## config.mk

```make
export PLATFORM = sky130hd
export DESIGN_NAME = data_ram_arbiter
export DESIGN_NICKNAME = d
export VERILOG_FILES = /design/src/rtl/data_ram_arbiter_pkg.sv /design/src/rtl/data_ram_arbiter_rr_arb2.sv /design/src/rtl/data_ram_arbiter.sv
export SDC_FILE = /design/constraint.sdc
export NUM_CORES = 1
export LEC_CHECK = 0
export BUFFER_PORTS_ARGS = -buffer_cell sky130_fd_sc_hd__buf_4
export CAP_MARGIN = 5
export CORE_AREA = 5 5 112 114
export CTS_CLUSTER_DIAMETER = 30
export CTS_CLUSTER_SIZE = 28
export DETAILED_ROUTE_END_ITERATION = 12
export DIE_AREA = 0 0 117 119
export PLACE_DENSITY = 0.7
export SLEW_MARGIN = 20
export SYNTH_ARGS = -nofsm -noshare
export SYNTH_HDL_FRONTEND = slang
export SYNTH_HIERARCHICAL = 1
export SYNTH_SLANG_ARGS = --single-unit
```

## constraint.sdc

```tcl
create_clock -name clk -period 3.6 [get_ports clk]
set_input_delay 0.54 -clock clk [delete_from_list [all_inputs] [get_ports clk]]
set_output_delay 0.54 -clock clk [all_outputs]
set_load 0.02 [all_outputs]
```

## src/rtl/data_ram_arbiter_pkg.sv

```systemverilog
// Shared sizing defaults and port indices for the data RAM arbiter and its users.
package data_ram_arbiter_pkg;
  localparam int ADDR_W  = 32;
  localparam int DATA_W  = 32;
  localparam int DEPTH   = 64;
  localparam int N_PORTS = 2;
  localparam int P_MEM   = 0;
  localparam int P_DBG   = 1;
endpackage

```

## src/rtl/data_ram_arbiter_rr_arb2.sv

```systemverilog
// Two-input round-robin grant; on a tie the port not granted last wins.
module rr_arb2 (
  input  logic       clk,
  input  logic       rst,
  input  logic [1:0] req_i,
  output logic [1:0] gnt_o
);
  logic last_q, last_d;

  always_comb begin
    gnt_o = 2'b00;
    case (req_i)
      2'b01:   gnt_o = 2'b01;
      2'b10:   gnt_o = 2'b10;
      2'b11:   gnt_o = last_q ? 2'b01 : 2'b10;
      default: gnt_o = 2'b00;
    endcase
  end

  always_comb begin
    last_d = last_q;
    if (gnt_o[1])      last_d = 1'b1;
    else if (gnt_o[0]) last_d = 1'b0;
  end

  // Reset to port 1 so that port 0 wins the first tie.
  always_ff @(posedge clk or posedge rst) begin
    if (rst) last_q <= 1'b1;
    else     last_q <= last_d;
  end
endmodule

```

## src/rtl/data_ram_arbiter.sv

```systemverilog
// Shares the single-port data RAM between the MEM stage (port 0) and the debug/loader port (port 1).
module data_ram_arbiter #(
  parameter int ADDR_W = data_ram_arbiter_pkg::ADDR_W,
  parameter int DATA_W = data_ram_arbiter_pkg::DATA_W,
  parameter int DEPTH  = data_ram_arbiter_pkg::DEPTH
) (
  input  logic              clk,
  input  logic              rst,
  input  logic              m0_req_i,
  input  logic              m0_we_i,
  input  logic [ADDR_W-1:0] m0_addr_i,
  input  logic [DATA_W-1:0] m0_wdata_i,
  output logic              m0_ack_o,
  output logic              m0_err_o,
  output logic [DATA_W-1:0] m0_rdata_o,
  input  logic              m1_req_i,
  input  logic              m1_we_i,
  input  logic [ADDR_W-1:0] m1_addr_i,
  input  logic [DATA_W-1:0] m1_wdata_i,
  output logic              m1_ack_o,
  output logic              m1_err_o,
  output logic [DATA_W-1:0] m1_rdata_o,
  output logic [ADDR_W-1:0] ram_addr_o,
  output logic [DATA_W-1:0] ram_din_o,
  output logic              ram_we_o,
  input  logic [DATA_W-1:0] ram_dout_i
);
  import data_ram_arbiter_pkg::*;

  localparam logic [ADDR_W-1:0] DEPTH_LIM = ADDR_W'(DEPTH);

  logic [N_PORTS-1:0] req_v, we_v, elig, gnt, ack_v, err_v;
  logic [ADDR_W-1:0]  addr_v  [N_PORTS];
  logic [DATA_W-1:0]  wdata_v [N_PORTS];
  logic [DATA_W-1:0]  rdata_v [N_PORTS];
  logic [ADDR_W-1:0]  sel_addr;
  logic [DATA_W-1:0]  sel_wdata;
  logic               sel_we;
  logic               in_range;

  assign req_v[P_MEM]   = m0_req_i;
  assign req_v[P_DBG]   = m1_req_i;
  assign we_v[P_MEM]    = m0_we_i;
  assign we_v[P_DBG]    = m1_we_i;
  assign addr_v[P_MEM]  = m0_addr_i;
  assign addr_v[P_DBG]  = m1_addr_i;
  assign wdata_v[P_MEM] = m0_wdata_i;
  assign wdata_v[P_DBG] = m1_wdata_i;

  // A port in its ack cycle is finishing the previous transaction, so it sits out.
  assign elig = req_v & ~ack_v;

  rr_arb2 u_arb (
    .clk   (clk),
    .rst   (rst),
    .req_i (elig),
    .gnt_o (gnt)
  );

  always_comb begin
    sel_addr  = '0;
    sel_wdata = '0;
    sel_we    = 1'b0;
    for (int k = 0; k < N_PORTS; k++) begin
      if (gnt[k]) begin
        sel_addr  = addr_v[k];
        sel_wdata = wdata_v[k];
        sel_we    = we_v[k];
      end
    end
  end

  // Low address bits are dropped, so misaligned accesses alias onto their word.
  assign in_range   = (sel_addr >> 2) < DEPTH_LIM;
  assign ram_addr_o = sel_addr;
  assign ram_din_o  = sel_wdata;
  assign ram_we_o   = sel_we & in_range & ~rst;

  for (genvar gi = 0; gi < N_PORTS; gi++) begin : g_port
    logic              ack_q, ack_d, err_q, err_d;
    logic [DATA_W-1:0] rdata_q, rdata_d;

    always_comb begin
      ack_d   = gnt[gi];
      err_d   = gnt[gi] & ~in_range;
      rdata_d = rdata_q;
      if (gnt[gi]) rdata_d = (~sel_we & in_range) ? ram_dout_i : '0;
    end

    always_ff @(posedge clk or posedge rst) begin
      if (rst) begin
        ack_q   <= 1'b0;
        err_q   <= 1'b0;
        rdata_q <= '0;
      end else begin
        ack_q   <= ack_d;
        err_q   <= err_d;
        rdata_q <= rdata_d;
      end
    end

    assign ack_v[gi]   = ack_q;
    assign err_v[gi]   = err_q;
    assign rdata_v[gi] = rdata_q;
  end

  assign m0_ack_o   = ack_v[P_MEM];
  assign m0_err_o   = err_v[P_MEM];
  assign m0_rdata_o = rdata_v[P_MEM];
  assign m1_ack_o   = ack_v[P_DBG];
  assign m1_err_o   = err_v[P_DBG];
  assign m1_rdata_o = rdata_v[P_DBG];
endmodule

```

; ---- After elaboration in Yosys (flattened, before gate mapping)
; Index checks and enable logic that the tools add are counted.
[op_classes]
order_cmp = 1
eq_ne = 3
n_mux = 11
n_bitwise = 10
reduce_logical = 1
[ops]
columns = operator, count
row1 = $mux 32, 5
row2 = $lt 30x7->1 const B, 1
row3 = $pmux 2 s3, 1
row4 = $and 1x1->1, 5
row5 = $eq 2x2->1 const B, 2
row6 = $mux 1, 4
row7 = $not 1->1, 3
row8 = $and 2x2->2, 1
row9 = $eq 2x1->1 const B, 1
row10 = $mux 2, 1
row11 = $not 2->2, 1
row12 = $reduce_bool 2->1, 1
[word_totals]
reg_bits = 69
input_bits = 166
elab_cells = 33

; ---- Logic depth before layout (Yosys ltp)
; Gate-level depths: netlist of the first run.
[logic_depth]
word_depth = 9
mapped_depth = 10
depth_no_buf = 6

; ---- Hierarchy
; The synthesis of the first run kept the hierarchy.
[modules_own_cells]
columns = module, instances, cells_per_inst, area_each_um2, seq_area_each_um2
row1 = data_ram_arbiter, 1, 370, 3697.3, 1701.6
row2 = rr_arb2, 1, 8, 65.1, 26.3

; ---- Least setup slack after synthesis of the first run
; OpenSTA, ideal clock, no wires.
[synth_timing]
path_kind = input to output
startpoint = input m1_req_i
endpoint = output ram_we_o
arrival_time_ns = 2.606
required_ns = 3.060
setup_slack_ns = 0.454
cell_stages = 8
cell_sequence = nor2b_1 > a21boi_0 > buf_4 > clkbuf_1 > nor2b_1 > o21ai_1 > o2111ai_1 > a2111oi_1
[synth_lines]
columns = item, line_no
row1 = "start, declared", data_ram_arbiter.sv:16  ; input logic m1_req_i,
row2 = $and 2x2->2 (*), data_ram_arbiter.sv:51  ; assign elig = req_v & ~ack_v;
row3 = $eq 2x2->1 / $eq 2x1->1 (equally long branches), data_ram_arbiter_rr_arb2.sv:12  ; case (req_i)
row4 = $pmux 2 s3 (*), data_ram_arbiter_rr_arb2.sv:12
row5 = named net gnt[1], data_ram_arbiter.sv:32  ; logic [N_PORTS-1:0] req_v, we_v, elig, gnt, ack_v, err_v;
row6 = $mux 32, data_ram_arbiter.sv:65  ; if (gnt[k]) begin
row7 = $lt 30x7->1, data_ram_arbiter.sv:74  ; assign in_range = (sel_addr >> 2) < DEPTH_LIM;
row8 = $and 1x1->1 (*) (2 in series), data_ram_arbiter.sv:77  ; assign ram_we_o = sel_we & in_range & ~rst;
row9 = "end, declared", data_ram_arbiter.sv:25  ; output logic ram_we_o,
; The timed path passes the listed nets; every way through them passes the cells marked *.

; ---- Final worst setup path of the first run
[layout_timing]
startpoint = register g_port[0].ack_q, in the netlist m0_ack_o
endpoint = output ram_addr_o[22]
[layout_between]
elab_chain_len = 6
[layout_lines]
columns = item, line_no
row1 = "start, declared", data_ram_arbiter.sv:80  ; logic ack_q, ack_d, err_q, err_d;
row2 = "start signal, assigned", data_ram_arbiter.sv:96  ; ack_q <= ack_d;
row3 = $not 2->2 (*), data_ram_arbiter.sv:51
row4 = $and 2x2->2 (*), data_ram_arbiter.sv:51
row5 = named net elig[0], data_ram_arbiter.sv:32
row6 = $eq 2x2->1 / $eq 2x1->1 (equally long branches), data_ram_arbiter_rr_arb2.sv:12
row7 = $pmux 2 s3 (*), data_ram_arbiter_rr_arb2.sv:12
row8 = named net gnt[0], data_ram_arbiter.sv:32
row9 = $mux 32 (*) (2 in series), data_ram_arbiter.sv:65
row10 = "end, declared", data_ram_arbiter.sv:23  ; output logic [ADDR_W-1:0] ram_addr_o,
; Marked as above.

==> metrics list, run 1 <==
- Status: finished, final reports clean
- Worst relative slew slack: 52.5%
- Counting flops with an async set or reset pin after synthesis yields a share of 100%.
- For this run, design rule violations remaining after detail routing come to 0.
* Final hold violations: 0
- Number of cells on the critical path: 6
- Sequential cell area fraction in the yosys report: 45.9%
- Leaving out filler cells and counting taps, the final layout contains 804.
* Area inside the core boundary: 11,300 µm²
* Post-Syn Nets: roughly 540
- Post-CTS resize count: 0
* Delay of the slowest critical-path stage: 400 ps
* Count of nets left with antenna violations after detail routing: 0
- Clock-pin slew was measured on the worst setup and hold paths at 60 ps.
* RSZ-0062 raised after global routing: no
- Synthesis produced 378 cells.
* Worst clock skew: 6.91 ps
* Syn Area/Cell: 9.95 µm²
- Diodes inserted: 0
- Fill cells in the final layout number 1,022.
- Placement Cell Area: 6150 µm²
- Via count of the first global-routing pass: 4,473
- The worst hold path belongs to the class primary input to async pin.
- The final critical path takes up 85.2% of the cycle.
- For this design the static power due to leakage is between 3 and 4 nW.
- After synthesis the netlist holds a flip-flop and latch count of 69.
* Count of placed standard cells including taps: 789
- Entering global routing, the biggest net connects 47 pins.
- Worst Path Arrival: 2530 ps
* Area of the multi-input gates: 1750 µm²
- Number of warning messages in the yosys log: 6
* Clock root buffer: sky130_fd_sc_hd__clkbuf_16
* Total count of max-transition violations in the final report: 0
- Based on the critical path, the design can be clocked at up to around 0.33 GHz.
- Final instance area: 6460 µm²
- Before antenna repair, the detailed router went through 7 iterations.
- Synth cell types: 33
- The worst path in the final design needs a cycle of around 3100 ps, including I/O delays and setup.
- Clock tree synthesis inserted a total of 9 buffers.
- In this run, synthesis inferred 0 flip-flops with an integrated enable.
* Max Cap Violations: 0
- The worst setup path is captured at an output port.
- The clock reaches the later pin of the worst-skew pair after 320 ps.
* Half-perimeter wire length after detailed placement: 14,900 µm
* Initial Utilization: 33.2%
* Total congestion overflow after global routing: 0
- In the post-synthesis netlist, the cell with the most instances is sky130_fd_sc_hd__dfrtp_1.
- Input and output buffers added on the ports amount to 298.
* Wirelength, routed: roughly 18,000 µm
* Gp weighted congestion: ~0.97
* Number of setup buffers added after CTS: 0
- Layout cells sized above 1: 52.0%
- Post-detailed-route wirelength per cell: 22.6 µm
* First-iteration detailed-routing DRC count: roughly 330
- The H-tree generated during clock tree synthesis spans 3 levels.
* Die X: around 120 µm
- CTS saw 69 sinks.
* Antenna violations before repair: 2
* Clock tree from TritonCTS: built
- Relative to the synthesized area, the layout overhead comes to 71.8%.
- Cell area after synthesis: 3760 µm²
* Cell count of the worst reg-to-reg path: 7
* Kind of cell with the highest combined delay on the critical path: simple AND/OR/NAND/NOR gates
- Clk buf depth: 2
- STA classifies the critical path startpoint as a flop.
* List of cells traversed by the critical path: nor2b_1, a21boi_4, nor2b_4, buf_4, a22o_1, buf_4
- Library cell with the largest summed area after synthesis: sky130_fd_sc_hd__dfrtp_1
* Power density normalized to cell area: 469 nW/µm²
* Critical setup path kind: flop to output port
- Most common cell on crit path: sky130_fd_sc_hd__buf_4
- Worst Path Max Fanout: 26
- Final sum of negative setup slack: 0 ps
- Prior to clock tree synthesis, the placed netlist has a worst setup slack of ~600 ps.
- Register Area: ~1700 µm²
- For this run, the leading register cell type out of synthesis is sky130_fd_sc_hd__dfrtp_1.
* Floorplan row count: 39
- Count of pins on the block boundary: 299
- Final setup violating endpoints: 0
- Hold buffers post-CTS: 0
- The slowest stage of the critical path is the sky130_fd_sc_hd__dfrtp_1 cell.
* Main area contributors after synthesis: sky130_fd_sc_hd__dfrtp_1, sky130_fd_sc_hd__a22o_1, sky130_fd_sc_hd__o2bb2ai_1
- Total power after layout: 3.03 mW
- The share of synthesized area in the top cell type comes to 45.2%.
- The number of buffers and inverters on the critical path is 2.
* Critical path required time: 3060 ps
* Actual slew at the worst max-slew pin: around 710 ps
- Height of the die: between 100 and 150 µm
* Global-route wire length before repair: around 27,000 µm
- Across all setup checks in the final design, the least slack found is ~530 ps.
- Detailed routing inserted a total of 4,439 vias.
- Area of the die: 13,900 µm²
- For this run, the total global-route usage over all layers was measured as 25.4%.
- VDD sags by at most 316 µV.
- After detailed routing, the number of vias per cell comes to 5.52.
- The commonest cells after synthesis are sky130_fd_sc_hd__dfrtp_1, sky130_fd_sc_hd__a22o_1, sky130_fd_sc_hd__inv_1.
* Number of nets in the final layout: between 800 and 900
[metal layers]
layer,part of all wire (%),GRT usage [%],wire length (µm),vias to the layer above
li1,-,-,-,2015
met4,0.86,3.73,156,4
met3,9.5,7.45,1730,17
met1,39,32.4,7010,2184
met2,51,43.5,9240,219
met5,0.22,0,40,-
[final timing paths]
kind | startpoint | end | slack (ps)
worst min-delay path | rst | u_arb/last_q | 230
worst min register to register | m1_rdata_o[17] | m1_rdata_o[17] | 490
max in group asynchronous | rst | m1_rdata_o[16] | 2380
min in group clk | ram_dout_i[22] | m1_rdata_o[22] | 480
worst max register to register | m1_ack_o | m0_rdata_o[27] | 790
worst max-delay path | m0_ack_o | ram_addr_o[22] | 530
[layout make-up]
type / count / area share [%]
Sequential cell: 69 / 26.7
Clock inverter: 6 / 1.37
Timing Repair Buffer: 312 / 36.4
Inverter: 36 / 2.09
Multi-Input combinational cell: 229 / 27.1
Clock buffer: 9 / 3.48
Tap cell: 143 / 2.77
[kinds of logic after synthesis]
| logic type | after synthesis | share of synthesized area [%] |
|---|---|---|
| AOI/OAI and AO/OA | 141 | 32.2 |
| and+or+nand+nor | 88 | 13.4 |
| buffers and inverters | 80 | 8.55 |
| DFF | 69 | 45.9 |
[worst register-to-register path: stages, from the launching register on]
cell                       delay (ps)
sky130_fd_sc_hd__dfrtp_1          380
sky130_fd_sc_hd__nor2b_1          340
sky130_fd_sc_hd__a21boi_4         320
sky130_fd_sc_hd__nor2b_4          130
sky130_fd_sc_hd__o21ai_4           80
sky130_fd_sc_hd__buf_4            300
sky130_fd_sc_hd__nand4_4          600
sky130_fd_sc_hd__o32ai_1          540
[power by group]
group / leakage (nW) / switching, mW / total [mW] / internal (mW)
logic: 2.03 / 0.720 / 1.23 / 0.508
registers: 0.948 / 0.0375 / 0.870 / 0.833
clock network: 0.147 / 0.330 / 0.932 / 0.602
[state kept, by name (all words and copies together) (netlist names)]
name and flops:
m1_rdata_o 32, u_arb/last_q 1, m1_ack_o 1, m0_ack_o 1, m1_err_o 1, m0_err_o 1
m0_rdata_o 32
[stage by stage]
step	hold WS (ps)	util, %
5_1_grt	235	57.1
3_3_place_gp	475	54.3
6_report	233	57.1
4_1_cts	228	57.1
2_1_floorplan	430	-
3_5_place_dp	479	54.3
[layout by cell type (no fill, tap or decap), drive strengths merged]
master,count
o32ai,10
o2bb2ai,32
nand2,13
dfstp,1
nand3,32
buf,312
nand2b,1
a21oi,1
o22ai,22
inv,35
or4,12
nor2b,3
o2111ai,1
a22o,64
bufinv,2
clkbuf,9
and3,1
clkinvlp,2
dfrtp,68
a21boi,2
nand4,23
o21a,2
a2111oi,1
nor2,3
clkinv,3
o21ai,6
No activity file was read; power rests on OpenSTA's default activity.
==> run 2, diff against run 1 <==
ABC_AREA = 1   (was not set)
CORE_AREA = 5 5 111 113   (was 5 5 112 114)
DIE_AREA = 0 0 116 118   (was 0 0 117 119)
==> metrics list, run 2 <==
- The maximum number of pins on one net before global-route repair is 43 (was 47).
- Clock root buffer: sky130_fd_sc_hd__clkbuf_16 (unchanged)
- Worst Path Max Fanout: 40 (was 26)
* Library cell with the largest summed area after synthesis: sky130_fd_sc_hd__dfrtp_1 (unchanged)
- Maximum vdd ir drop: 278 µV (was 316 µV)
- The summed instance area of the synthesized netlist is 3730 µm² (was 3760 µm²).
- Clock period minus worst slack: 3250 ps (was 3070 ps)
* Global-route wire length before repair: 27,800 µm (was 26,800 µm)
- The core occupancy in the finished layout was 57.3% (was 57.1%).
- Area share of the leading cell type in the synthesized netlist: 45.6% (was 45.2%)
* Worst Path Arrival: 2710 ps (was 2530 ps)
- Worst relative slew slack: 29.7% (was 52.5%)
- The static leakage power is 3.77 nW (was 3.13 nW).
- Critical path capture point type: output port (unchanged)
* Layout cells sized above 1: 45.2% (was 52.0%)
* Final hold violations: 0 (unchanged)
- The number of antenna violations at the first check in global routing was 0 (was 2).
* Critical setup path kind: flop to output port (unchanged)
* Area inside the core boundary: 11,200 µm² (was 11,300 µm²)
- The share of synthesized area occupied by flip-flops and latches is 46.3% (was 45.9%).
- Vias/cell: 5.13 (was 5.52)
- The final number of setup-violating endpoints is 0 (unchanged).
- Most common cell after layout, fill and taps aside: sky130_fd_sc_hd__buf_4 (unchanged)
* Critical path required time: 3060 ps (about the same)
* Half-perimeter wire length after detailed placement: 14,500 µm (was 14,900 µm)
* Buffers on Ports: 298 (unchanged)
- Hold buffers post-CTS: 0 (unchanged)
- Hold crit path type: primary input to async pin (unchanged)
- Maximum achievable frequency: 0.308 GHz (was 0.326 GHz)
* Floorplan row count: 39 (unchanged)
- The final hold slack came to 243 ps (was 233 ps).
- The CTS clock-pin slew for the worst setup and hold paths is 60 ps (about the same).
- The average routed wire per standard cell is 20.8 µm (was 22.6 µm).
- Synth cell types: 23 (was 33)
- The number of buffers on the longest clock path was 2 (unchanged).
- Area of the multi-input gates: 1720 µm² (was 1750 µm²)
* Total power after layout: 3.36 mW (was 3.03 mW)
* Number of nets in the final layout: 913 (was 823)
* Count of placed standard cells including taps: 876 (was 789)
- RSZ-0062 raised after global routing: no (unchanged).
- Primary flip-flop cell chosen by synthesis mapping: sky130_fd_sc_hd__dfrtp_1 (unchanged)
- Leading cell types in the layout, fill and taps excluded: sky130_fd_sc_hd__buf_4, sky130_fd_sc_hd__nand2_1, sky130_fd_sc_hd__dfrtp_1, sky130_fd_sc_hd__nand4_1, sky130_fd_sc_hd__a22o_1 (was sky130_fd_sc_hd__buf_4, sky130_fd_sc_hd__dfrtp_1, sky130_fd_sc_hd__a22o_1, sky130_fd_sc_hd__inv_1)
- The number of global-route vias before repair was 4,817 (was 4,473).
* Number of warning messages in the yosys log: 6 (unchanged)
- Initial Utilization: 33.3% (was 33.2%)
- The final antenna diode count was 0 (unchanged).
- The antenna violation net count after detailed routing is 0 (unchanged).
- Non-filler instance count after layout: 895 (was 804)
- The post-synthesis area per instance is 8.05 µm² (was 9.95 µm²).
- The setup clock skew after layout came to 5.13 ps (was 6.91 ps).
* Count of clock tree sinks: 69 (unchanged)
* Max H-tree Level: 3 (unchanged)
- Actual slew at the worst max-slew pin: 1050 ps (was 711 ps)
* First-iteration detailed-routing DRC count: 356 (was 325)
- Final sum of negative setup slack: 0 ps (unchanged)
- Global routing usage summed across all routing layers: 26.3% (was 25.4%)
- Power density normalized to cell area: 523 nW/µm² (was 469 nW/µm²)
- Fraction of synthesis flops using an asynchronous set or reset pin: 100% (unchanged)
* CTS buffer count: 9 (unchanged)
- Gp weighted congestion: 0.914 (was 0.970)
* Number of synthesized flops with an enable pin: 0 (unchanged)
- The DRC violation count after routing is 0 (unchanged).
- The latest clock arrival within the worst-skew pair is 320 ps (about the same).
* Height of the die: 118 µm (was 119 µm)
- The clock tree from TritonCTS is built (unchanged).
- The register area was 1730 µm² (unchanged).
* Post-route clock period utilization: 90.2% (was 85.2%)
* TritonRoute pass-1 iters: 6 (was 7)
- The area of the die was 13,700 µm² (was 13,900 µm²).
* Count of pins on the block boundary: 299 (unchanged)
* Nature of the critical path startpoint: flop (unchanged)
- The number of vias after detailed routing was 4,593 (was 4,439).
- Status: finished, final reports clean (unchanged)
- The area added between synthesis and finish is 72.2% (was 71.8%).
- Post-Syn Nets: 630 (was 544)
- The leading cell type by number of instances after synthesis was sky130_fd_sc_hd__nand2_1 (was sky130_fd_sc_hd__dfrtp_1).
- Max Cap Violations: 0 (unchanged)
- Total count of max-transition violations in the final report: 0 (unchanged)
- The overall routed net length was 18,600 µm (was 18,200 µm).
* Main area contributors after synthesis: sky130_fd_sc_hd__dfrtp_1, sky130_fd_sc_hd__nand2_1, sky130_fd_sc_hd__nand4_1 (was sky130_fd_sc_hd__dfrtp_1, sky130_fd_sc_hd__a22o_1, sky130_fd_sc_hd__o2bb2ai_1)
- Most frequent cells after synthesis: sky130_fd_sc_hd__nand2_1, sky130_fd_sc_hd__dfrtp_1, sky130_fd_sc_hd__nand4_1 (was sky130_fd_sc_hd__dfrtp_1, sky130_fd_sc_hd__a22o_1, sky130_fd_sc_hd__inv_1)
* Cell count after synthesis: 464 (was 378)
* Filler Cells Inserted: 1,071 (was 1,022)
- Die X: 116 µm (was 117 µm)
- The number of synthesized register bits came to 69 (unchanged).
- Total congestion overflow after global routing: 0 (unchanged)
[run 2: power breakdown]
part	internal (mW)	total (mW)	switching, mW	leakage (nW)
Combinational	0.572	1.51	0.942	2.65
Clock	0.698	1.03	0.331	0.166
Sequential	0.801	0.819	0.0176	0.955
[run 2: logic make-up (layout without fill, tap and decap cells)]
logic type	after synthesis	after routing	share of synthesized area [%]
simple gates	281	281	33.7
compound gates	52	52	11.6
flops	69	69	46.3
buf+inv	62	350	8.41
[run 2: path summary, 6_finish.rpt]
| check | endpoint | slack, ps | startpoint | cells past startpoint |
|---|---|---|---|---|
| setup / recovery | ram_din_o[31] | 350 | m0_ack_o | 8 |
| hold / removal | u_arb/last_q | 240 | rst | 2 |
| setup reg to reg | m1_rdata_o[4] | 880 | m1_ack_o | 14 |
| hold reg to reg | m1_rdata_o[3] | 480 | m1_rdata_o[3] | 2 |
| max in group asynchronous | m0_rdata_o[0] | 2260 | rst | 3 |
| min in group clk | m0_rdata_o[10] | 480 | ram_dout_i[10] | 3 |
[run 2: worst max-delay path, stage by stage, from the launching register on]
cell and delay, ps:
sky130_fd_sc_hd__dfrtp_1 380, sky130_fd_sc_hd__nor2_1 300, sky130_fd_sc_hd__nand2_1 130, sky130_fd_sc_hd__nand2_2 310
sky130_fd_sc_hd__inv_2 90, sky130_fd_sc_hd__nor2_4 220, sky130_fd_sc_hd__buf_4 430, sky130_fd_sc_hd__a22o_1 310
sky130_fd_sc_hd__buf_4 200
[run 2: per-stage QoR]
stage	worst slack [ps]	cell area [µm²]
floorplan	566	3730
global placement	434	6060
detailed placement	402	6060
CTS	288	6410
global route	59.8	6430
finish	354	6430
[run 2: repair_timing]
action | CTS | global route
endpoints found under the setup margin | 0 | 1
buffers inserted | 0 | 3
gates resized for setup | 0 | 0
[run 2: area by class of cell]
| class | count | share of cell area, % |
|---|---|---|
| clock buffers | 11 | 3.78 |
| clock inverters | 5 | 1.65 |
| inverters | 20 | 1.17 |
| multi-input cells | 333 | 26.7 |
| flip-flops and latches | 69 | 26.9 |
| well taps | 143 | 2.78 |
| repair buffers | 314 | 37.0 |
[run 2: routing by layer]
| layer | global-route usage, % | routed length [µm] |
|---|---|---|
| met5 | 0 | 0 |
| met4 | 5.95 | 326 |
| met3 | 10.8 | 2110 |
| met2 | 42.3 | 8880 |
| met1 | 32.8 | 7300 |
==> run 3, diff against run 2 <==
==> constraint.sdc (replaced) <==
create_clock -name clk -period 3.6 [get_ports clk]
set_input_delay 0.72 -clock clk [delete_from_list [all_inputs] [get_ports clk]]
set_output_delay 0.72 -clock clk [all_outputs]
set_load 0.02 [all_outputs]
==> metrics list, run 3 (synthesis gave the netlist of run 2 again) <==
* Status: finished, final reports clean (unchanged)
- The horizontal extent of the die came to 116 µm (unchanged).
* Count of pins on the block boundary: 299 (unchanged)
* Count of nets left with antenna violations after detail routing: 0 (unchanged)
- CTS buffer count: 9 (unchanged)
- Kind of cell with the highest combined delay on the critical path: simple AND/OR/NAND/NOR gates (unchanged)
* Worst Path Max Fanout: 39 (was 40)
- The post-detailed-route via-to-cell ratio was 5.07 (was 5.13).
* Worst relative slew slack: 25.4% (was 29.7%)
* Register Area: 1730 µm² (unchanged)
* Most common cell on crit path: sky130_fd_sc_hd__buf_4 (unchanged)
- The worst min-delay path category is primary input to async pin (unchanged).
* Post-detailed-route wirelength per cell: 20.9 µm (was 20.8 µm)
- Clk buf depth: 2 (unchanged)
* Maximum achievable frequency: 0.291 GHz (was 0.308 GHz)
* Power density normalized to cell area: 501 nW/µm² (was 523 nW/µm²)
- The number of global-route vias before repair is 4,682 (was 4,817).
- Largest net degree at the start of global routing: 40 (was 43)
* Area of the die: 13,700 µm² (unchanged)
- The global-route usage over all layers is 27.0% (was 26.3%).
- The global-route congestion overflow total came to 0 (unchanged).
- Actual slew at the worst max-slew pin: 1120 ps (was 1050 ps)
- The number of nets in the layout is 913 (unchanged).
- The fill cell total of the finished layout is 1,062 (was 1,071).
- The port buffer count was 298 (unchanged).
- Final sum of negative setup slack: 0 ps (unchanged)
- Worst clock skew: 6.53 ps (was 5.13 ps)
* Floorplan row count: 39 (unchanged)
- The number of antenna violations at the first check in global routing came to 0 (unchanged).
* Drc violations: 0 (unchanged)
* Final setup violating endpoints: 0 (unchanged)
- First-iteration detailed-routing DRC count: 407 (was 356)
* CTS clk-pin slew, worst paths: 60 ps (about the same)
- The number of vias after detailed routing came to 4,540 (was 4,593).
- The total power of the final layout came to 3.21 mW (was 3.36 mW).
- The number of hold violations in the final report came to 0 (unchanged).
- Leading cell types in the layout, fill and taps excluded: sky130_fd_sc_hd__buf_4, sky130_fd_sc_hd__nand2_1, sky130_fd_sc_hd__dfrtp_1, sky130_fd_sc_hd__nand4_1, sky130_fd_sc_hd__a22o_1 (unchanged)
- List of cells traversed by the critical path: buf_4, inv_1, nor2_1, nand2_1, nand2_2, inv_2, nor2_4, buf_4, a22o_1, buf_4 (was nor2_1, nand2_1, nand2_2, inv_2, nor2_4, buf_4, a22o_1, buf_4).
- Maximum vdd ir drop: 362 µV (was 278 µV)
- The count of hold buffers inserted by post-cts repair came to 0 (unchanged).
- The final count of pins violating max slew was 0 (unchanged).
- Master of the slowest instance on the critical path: sky130_fd_sc_hd__buf_4 (unchanged)
* Worst Path Arrival: 2710 ps (about the same)
- The critical setup path kind is primary input to output port (was flop to output port).
- The setup slack on the worst flop-to-flop path was 960 ps (was 880 ps).
- Max Cap Violations: 0 (unchanged)
* RSZ-0062 raised after global routing: no (unchanged)
- The height of the die was 118 µm (unchanged).
- Critical path capture point type: output port (unchanged)
* Leakage power: 3.76 nW (was 3.77 nW)
- Clock tree from TritonCTS: built (unchanged)
* Area growth syn-to-layout: 71.4% (was 72.2%)
- The area of the multi-input gates came to 1720 µm² (about the same).
- Count of clock tree sinks: 69 (unchanged)
- Bufs and invs on worst path: 5 (was 3)
* Critical path required time: 2880 ps (was 3060 ps)
- The critical path launch point type was a primary input (was flop).
- Post-route clock period utilization: 95.3% (was 90.2%)
- Max H-tree Level: 3 (unchanged)
- The global placer's final weighted congestion was 0.922 (was 0.914).
* Area inside the core boundary: 11,200 µm² (unchanged)
* Delay of the slowest critical-path stage: 420 ps (was 430 ps)
- Wirelength, routed: 18,800 µm (was 18,600 µm)
- The minimum period implied by the final worst setup slack is 3430 ps (was 3250 ps).
* Clock root buffer: sky130_fd_sc_hd__clkbuf_16 (unchanged)
- The number of optimization iterations in the first detailed-route pass is 4 (was 6).
- Global-route wire length before repair: 28,100 µm (was 27,800 µm)
* Most common cell after layout, fill and taps aside: sky130_fd_sc_hd__buf_4 (unchanged)
* Final standard cell utilization of the core: 57.0% (was 57.3%)
* Layout cells sized above 1: 45.5% (was 45.2%)
* Clock latency at the later pin of the worst-skew pair: 330 ps (was 320 ps)
- Initial Utilization: 33.3% (unchanged)
* Half-perimeter wire length after detailed placement: 14,800 µm (was 14,500 µm)
-- run 3: worst reg2reg max path, delay by kind of cell (launching register included) --
| family | cells | cell delay [ps] |
|---|---|---|
| buffers and inverters | 4 | 640 |
| AOI/OAI and AO/OA | 1 | 260 |
| and+or+nand+nor | 10 | 1290 |
| DFF | 1 | 380 |
-- run 3: area by class of cell --
class	count	area share [%]
Antenna cell	1	0.0391
Clock buffer	11	3.95
Clock inverter	5	0.919
Inverter	20	1.17
Multi-Input combinational cell	333	26.9
Sequential cell	69	27.0
Tap cell	143	2.80
Timing Repair Buffer	314	37.2
-- run 3: power by group --
group	switching, mW	internal [mW]
logic	0.922	0.562
clock network	0.332	0.574
registers	0.0161	0.801
-- run 3: path summary, 6_finish.rpt --
kind / endpoint / cells after the start / start
worst min-delay path: m1_ack_o / 2 / rst
worst max-delay path: ram_din_o[8] / 10 / m0_req_i
worst min register to register: m0_rdata_o[28] / 2 / m0_rdata_o[28]
min in group clk: m0_rdata_o[28] / 2 / m0_rdata_o[28]
max in group asynchronous: m0_rdata_o[17] / 3 / rst
worst max register to register: m1_rdata_o[13] / 15 / m1_ack_o
-- run 3: per-layer routing --
metal / vias up / part of all wire (%) / global-route usage (%)
met5: - / 0 / 0
met4: 0 / 2.5 / 7.76
met3: 27 / 12 / 11.7
met2: 203 / 46 / 40.8
met1: 2160 / 40 / 34.9
li1: 2150 / - / -
-- run 3: stage by stage --
stage / hold slack (ps) / setup slack (ps) / area [µm²] / instances
finish: 335 / 169 / 6400 / 896
detailed placement: 467 / 197 / 6080 / 879
CTS: 323 / 195 / 6390 / 895
floorplan: 461 / 206 / 3730 / 464
global placement: 465 / 285 / 6080 / 879
global route: 348 / 12.0 / 6400 / 895
-- run 3: repair_timing --
action	in CTS	in global routing
resized for setup	0	2
setup endpoints to repair	0	1
setup buffers	0	0
